<file path="src/rtl/core_bp_pkg.sv">
// -----------------------------------------------------------------------------
// core_bp_pkg
// Shared definitions for the branch-prediction blocks of the fetch stage.
//   - IDX_W_DEFAULT : default table index width (also the GHR width)
//   - CNT_SNT..ST   : 2-bit saturating counter encodings
//   - pht_state_e   : PHT controller states (INIT sweep, RUN)
//   - sat_next()    : next value of a 2-bit saturating counter
// -----------------------------------------------------------------------------
package core_bp_pkg;

  localparam int IDX_W_DEFAULT = 8;

  localparam logic [1:0] CNT_SNT = 2'b00;
  localparam logic [1:0] CNT_WNT = 2'b01;
  localparam logic [1:0] CNT_WT  = 2'b10;
  localparam logic [1:0] CNT_ST  = 2'b11;

  typedef enum logic {
    INIT = 1'b0,
    RUN  = 1'b1
  } pht_state_e;

  // Taken moves toward ST, not-taken toward SNT; both ends stick.
  function automatic logic [1:0] sat_next(input logic [1:0] cnt, input logic taken);
    logic [1:0] nxt;
    nxt = cnt;
    if (taken) begin
      if (cnt != CNT_ST) nxt = cnt + 2'd1;
    end else begin
      if (cnt != CNT_SNT) nxt = cnt - 2'd1;
    end
    return nxt;
  endfunction

endpackage

</file>
<file path="src/rtl/core_pht_ram.sv">
// -----------------------------------------------------------------------------
// core_pht_ram
// Storage array of 2-bit counters for the gshare PHT.
// Ports:
//   clk        in   rising-edge clock (write port)
//   rd_index   in   prediction read address (combinational read)
//   rd_data    out  counter at rd_index
//   upd_index  in   training read address (combinational read)
//   upd_data   out  counter at upd_index
//   we         in   write enable
//   wr_index   in   write address
//   wr_data    in   write data
// The array has no reset: the controller's init sweep defines its contents.
// Reads return the pre-edge value when a write hits the same entry.
// -----------------------------------------------------------------------------
module core_pht_ram #(
  parameter int DEPTH = 256,
  parameter int IDX_W = 8
) (
  input  logic             clk,
  input  logic [IDX_W-1:0] rd_index,
  output logic [1:0]       rd_data,
  input  logic [IDX_W-1:0] upd_index,
  output logic [1:0]       upd_data,
  input  logic             we,
  input  logic [IDX_W-1:0] wr_index,
  input  logic [1:0]       wr_data
);

  logic [1:0] mem [DEPTH];

  always_ff @(posedge clk) begin
    if (we) mem[wr_index] <= wr_data;
  end

  assign rd_data  = mem[rd_index];
  assign upd_data = mem[upd_index];

endmodule

</file>
<file path="src/rtl/core_pht.sv">
// -----------------------------------------------------------------------------
// core_pht
// Gshare pattern history table for the fetch stage. Predicts direction for the
// fetch PC (combinational, alongside the BTB lookup) using 2-bit counters
// indexed by pc[IDX_W+1:2] XOR a speculative global history register. Trains
// from resolved branches; recovers the GHR on a mispredict. After reset it
// sweeps every counter to CNT_INIT before predictions are enabled.
// Ports:
//   clk, rst        clock; asynchronous active-high reset
//   pc, fetch_valid fetch PC and its qualifier
//   btb_v           BTB hit for pc (drives speculative GHR shift only)
//   PHT_pred_taken  prediction for pc (0 until the sweep completes)
//   pht_index_out   table index used for pc; carried with the branch
//   ghr_out         GHR before this fetch's shift; carried with the branch
//   pht_ready       sweep complete
//   update_*        training/recovery interface from execute
//   mispredict      qualified by update_pht; restores the GHR
// -----------------------------------------------------------------------------
module core_pht
  import core_bp_pkg::*;
#(
  parameter int         PHT_DEPTH = 256,
  parameter int         IDX_W     = IDX_W_DEFAULT,
  parameter logic [1:0] CNT_INIT  = CNT_WNT
) (
  input  logic             clk,
  input  logic             rst,
  input  logic [31:0]      pc,
  input  logic             fetch_valid,
  input  logic             btb_v,
  output logic             PHT_pred_taken,
  output logic [IDX_W-1:0] pht_index_out,
  output logic [IDX_W-1:0] ghr_out,
  output logic             pht_ready,
  input  logic             update_pht,
  input  logic [IDX_W-1:0] update_index,
  input  logic             update_taken,
  input  logic [IDX_W-1:0] update_ghr,
  input  logic             mispredict
);

  localparam logic [IDX_W-1:0] SWEEP_LAST = IDX_W'(PHT_DEPTH - 1);

  pht_state_e       state_q;
  pht_state_e       state_d;
  logic [IDX_W-1:0] sweep_cnt;
  logic [IDX_W-1:0] ghr;
  logic [IDX_W-1:0] fetch_index;
  logic [1:0]       pred_cnt;
  logic [1:0]       train_cnt;
  logic             in_init;
  logic             sweep_done;
  logic             pred_taken;
  logic             ram_we;
  logic [IDX_W-1:0] ram_wr_index;
  logic [1:0]       ram_wr_data;

  // Bits of pc and update_ghr that the hash/recovery never look at.
  logic unused_bits;
  assign unused_bits = ^{pc[31:IDX_W+2], pc[1:0], update_ghr[IDX_W-1]};

  // ---------------------------------------------------------------------------
  // FSM: state register
  // ---------------------------------------------------------------------------
  always_ff @(posedge clk or posedge rst) begin
    if (rst) state_q <= INIT;
    else     state_q <= state_d;
  end

  // FSM: next state. The sweep leaves INIT on the edge that writes the last entry.
  always_comb begin
    state_d = state_q;
    case (state_q)
      INIT:    if (sweep_done) state_d = RUN;
      RUN:     state_d = RUN;
      default: state_d = INIT;
    endcase
  end

  // FSM: outputs
  always_comb begin
    in_init   = 1'b0;
    pht_ready = 1'b0;
    case (state_q)
      INIT:    in_init   = 1'b1;
      RUN:     pht_ready = 1'b1;
      default: in_init   = 1'b1;
    endcase
  end

  assign sweep_done = in_init && (sweep_cnt == SWEEP_LAST);

  // Sweep address; returns to 0 when the sweep finishes so a later reset
  // and the next sweep both start from entry 0.
  always_ff @(posedge clk or posedge rst) begin
    if (rst) begin
      sweep_cnt <= '0;
    end else if (in_init) begin
      if (sweep_done) sweep_cnt <= '0;
      else            sweep_cnt <= sweep_cnt + 1'b1;
    end
  end

  // ---------------------------------------------------------------------------
  // Prediction path: pure function of pc and registered state. btb_v is not
  // involved, so there is no path from the BTB back into the prediction.
  // ---------------------------------------------------------------------------
  assign fetch_index    = pc[IDX_W+1:2] ^ ghr;
  assign pred_taken     = pht_ready && pred_cnt[1];
  assign PHT_pred_taken = pred_taken;
  assign pht_index_out  = fetch_index;
  assign ghr_out        = ghr;

  // ---------------------------------------------------------------------------
  // Single write port: the sweep owns it during INIT (training ignored);
  // afterwards resolved branches train the counter at update_index.
  // ---------------------------------------------------------------------------
  always_comb begin
    ram_we       = 1'b0;
    ram_wr_index = '0;
    ram_wr_data  = CNT_INIT;
    if (in_init) begin
      ram_we       = 1'b1;
      ram_wr_index = sweep_cnt;
      ram_wr_data  = CNT_INIT;
    end else if (update_pht) begin
      ram_we       = 1'b1;
      ram_wr_index = update_index;
      ram_wr_data  = sat_next(train_cnt, update_taken);
    end
  end

  // ---------------------------------------------------------------------------
  // GHR: held at 0 through the sweep. In RUN a mispredict recovery rebuilds
  // history from the branch's own snapshot plus its real outcome, and wins
  // over any speculative shift in the same cycle.
  // ---------------------------------------------------------------------------
  always_ff @(posedge clk or posedge rst) begin
    if (rst) begin
      ghr <= '0;
    end else if (in_init) begin
      ghr <= '0;
    end else if (update_pht && mispredict) begin
      ghr <= {update_ghr[IDX_W-2:0], update_taken};
    end else if (fetch_valid && btb_v) begin
      ghr <= {ghr[IDX_W-2:0], pred_taken};
    end
  end

  core_pht_ram #(
    .DEPTH (PHT_DEPTH),
    .IDX_W (IDX_W)
  ) u_ram (
    .clk       (clk),
    .rd_index  (fetch_index),
    .rd_data   (pred_cnt),
    .upd_index (update_index),
    .upd_data  (train_cnt),
    .we        (ram_we),
    .wr_index  (ram_wr_index),
    .wr_data   (ram_wr_data)
  );

endmodule

</file>
<file path="config.mk">
export PLATFORM = sky130hd
export DESIGN_NAME = core_pht
export DESIGN_NICKNAME = d
export VERILOG_FILES = /design/src/rtl/core_bp_pkg.sv /design/src/rtl/core_pht_ram.sv /design/src/rtl/core_pht.sv
export SDC_FILE = /design/constraint.sdc
export NUM_CORES = 1
export LEC_CHECK = 0
export ABC_CLOCK_PERIOD_IN_PS = 16100
export BUFFER_PORTS_ARGS = -buffer_cell sky130_fd_sc_hd__buf_4
export CAP_MARGIN = 10
export CORE_ASPECT_RATIO = 2
export CORE_UTILIZATION = 59
export CTS_BUF_LIST = sky130_fd_sc_hd__clkbuf_8
export CTS_CLUSTER_DIAMETER = 60
export DETAILED_ROUTE_END_ITERATION = 10
export PLACE_DENSITY = 0.76
export SLEW_MARGIN = 20
export SYNTH_ARGS = -nofsm -noshare
export SYNTH_HDL_FRONTEND = slang
export SYNTH_SLANG_ARGS = --single-unit
</file>
<file path="constraint.sdc">
create_clock -name clk -period 16.1 [get_ports clk]
set_input_delay 2.415 -clock clk [delete_from_list [all_inputs] [get_ports clk]]
set_output_delay 2.415 -clock clk [all_outputs]
set_load 0.005 [all_outputs]
</file>
==> impl_metrics.env <==
export IMPL_status="completed"
export IMPL_ys_seq_area_frac=0.645
export IMPL_worstPathMaxFanout=111
export IMPL_timing_final_ws_setup_ps=7040
export IMPL_dieArea_um2=42400
export IMPL_power_mw=2.52
export IMPL_holdCritStartpoint="sweep_cnt[5]"
export IMPL_post_route_min_period_ps=9060
export IMPL_syn_avg_cell_area_um2=15.0
export IMPL_vias=15770
export IMPL_post_route_util=0.643
export IMPL_final_cell_area_um2=26400
export IMPL_startpoint_type="primary input"
export IMPL_netlist_area_um2=24500
export IMPL_hold_path_class="reg -> reg"
export IMPL_die_y_um=290
export IMPL_synth_most_common_cell="edfxtp_1"
export IMPL_critPathLaunch="update_index[0]"
export IMPL_async_flop_share=0.0321
export IMPL_gp_congestion=0.932
export IMPL_peakVddDrop_uv=52.6
export IMPL_synth_top_cells_by_count="512 x edfxtp_1, 293 x nor2_1, 151 x mux4_2"
export IMPL_first_pass_iters=6
export IMPL_synth_compound_area_frac=0.0545
export IMPL_synth_edff_count=512
export IMPL_cts_num_sinks=529
export IMPL_drt_iter0_markers=1947
export IMPL_synth_top_family_by_area="multiplexers"
export IMPL_num_io_pins=73
export IMPL_grt_pass1_wl_mm=101
export IMPL_cts_max_level=3
export IMPL_pwr_density_cell_nw_per_um2=95.4
export IMPL_setup_worst_path_class="in -> reg"
export IMPL_finalSetupTns_ps=0
export IMPL_synth_cells=1631
export IMPL_worst_endpoint_required_ps=16390
export IMPL_drt_vias_per_instance=7.01
export IMPL_antenna_found_initial=1
export IMPL_grt_util_all_layers=0.335
export IMPL_io_buffer_count=47
export IMPL_grt_overflow=0
export IMPL_synthAdderAreaFrac=0.000511
export IMPL_hold_viol=0
export IMPL_stdcell_count=2250
export IMPL_post_cts_repair_setup_buffers=0
export IMPL_clk_pin_slew_worst_paths_ps=70
export IMPL_yosys_area_share_simple=0.0892
export IMPL_reg2reg_from="u_ram.mem[55][0]"
export IMPL_synth_area_leaders="edfxtp_1 63%, mux4_2 14%, nor2_1 4.5%"
export IMPL_cap_violations=0
export IMPL_maxSlewHeadroom=0.175
export IMPL_rsz0062_at_grt="false"
export IMPL_die_w_um=146
export IMPL_worst_slew_pin_slew_ps=1240
export IMPL_p_leak_nw=7.94
export IMPL_synth_nets=1687
export IMPL_whs_ps=630
export IMPL_start_util=0.597
export IMPL_drc_errors=0
export IMPL_yosys_register_bits=529
export IMPL_synth_mux_area_frac=0.178
export IMPL_rows=105
export IMPL_ys_flop_type="edfxtp_1"
export IMPL_pre_cts_ws_ps=6470
export IMPL_yosys_warnings=0
export IMPL_synth_largest_area_cell="edfxtp_1"
export IMPL_clock_fmax_mhz=110
export IMPL_endpoint_kind="register"
export IMPL_cts_resized=0
export IMPL_cts_tree="built"
export IMPL_drive_gt1_frac=0.193
export IMPL_setup_violations=0
export IMPL_critPathArrivalTime_ps=9350
export IMPL_clock_root_buffer="clkbuf_8"
export IMPL_yosysTopAreaCellShare=0.628
export IMPL_timing_final_crit_share=0.563
export IMPL_grt_pass1_vias=16365
export IMPL_ctsHoldBuffers=0
export IMPL_finClkSkew_ps=40.8
export IMPL_drt_antenna_violating_nets=0
export IMPL_coreArea_um2=41000
export IMPL_placed_cells=2129
export IMPL_dp_hpwl_mm=44.2
export IMPL_clock_latency_ps=650
export IMPL_cts_buffers=69
export IMPL_dpl_instance_area_um2=25200
export IMPL_area_delta_synth_final_pct=7.66
export IMPL_grt_max_degree=125
export IMPL_synth_xor_area_frac=0.00536
export IMPL_wire_per_inst_um=30.7
export IMPL_cts_max_path_buffers=3
export IMPL_slew_violations=0
export IMPL_nets=1721
export IMPL_synthDistinctLibCells=67
export IMPL_wl_mm=69.2
==> layer usage <==
| layer | up-vias | global-route usage | part of all wire |
|---|---|---|---|
| li1 | 6452 | - | - |
| met1 | 7814 | 0.361 | 0.30 |
| met2 | 1154 | 0.563 | 0.51 |
| met3 | 350 | 0.0781 | 0.10 |
| met4 | 0 | 0.271 | 0.092 |
| met5 | - | 0 | 0 |
==> worst max-delay path, stage by stage <==
cell,delay [ps]
buf_8,610
buf_4,760
buf_4,690
mux4_2,590
mux4_2,520
a311oi_1,410
o31ai_1,210
o21bai_1,230
a21oi_4,740
buf_4,910
buf_4,900
==> cell type report <==
type / count / area, µm²
Antenna cell: 1 / 2.50
Clock buffer: 71 / 977
Clock inverter: 49 / 213
Fill cell: 2913 / 14600
Inverter: 16 / 62.6
Multi-Input combinational cell: 971 / 8050
Sequential cell: 529 / 15800
Tap cell: 535 / 669
Timing Repair Buffer: 78 / 597
==> report_power, final <==
group | switching, mW | internal [mW]
Clock | 0.487 | 0.411
Combinational | 0.0868 | 0.0461
Sequential | 0 | 1.49
==> state kept, by name, indices dropped and copies added (netlist names) <==
register   cells
ghr_out        8
u_ram.mem    512
state_q        1
sweep_cnt      8
==> worst paths after layout <==
path                                     to  slack [ps]  cells past startpoint
max                        u_ram.mem[29][0]        7040                     11
min                            sweep_cnt[5]         630                      1
max reg2reg                u_ram.mem[29][0]       10260                     10
min reg2reg                    sweep_cnt[5]         630                      1
max in group asynchronous      sweep_cnt[1]       13630                      2
min in group asynchronous        ghr_out[0]        1950                      2
==> kinds of logic (layout without fill, tap and decap cells) <==
family | after synthesis | after routing
AND/OR/NAND/NOR | 534 | 534
flip-flops | 529 | 529
multiplexers | 235 | 235
AO/OA/AOI/OAI | 189 | 189
buffers and inverters | 131 | 214
XOR/XNOR | 12 | 12
adder cells (fa/ha/maj) | 1 | 1
other | 0 | 1
==> cell usage in the layout, fill, tap and decap left out, drive strengths merged, types with 13 or more instances in the layout <==
| cell type | Yosys | final |
|---|---|---|
| mux4 | 157 | 157 |
| clkbuf | 71 | 71 |
| o221ai | 22 | 22 |
| nor3 | 13 | 13 |
| inv | 13 | 40 |
| clkinv | 3 | 23 |
| dfrtp | 17 | 17 |
| nand2 | 147 | 147 |
| nand3 | 42 | 42 |
| nor2 | 293 | 293 |
| buf | 44 | 78 |
| o21ai | 32 | 32 |
| a21oi | 31 | 31 |
| edfxtp | 512 | 512 |
| mux2i | 71 | 71 |
Note: power is estimated with default switching activity, not from simulation.
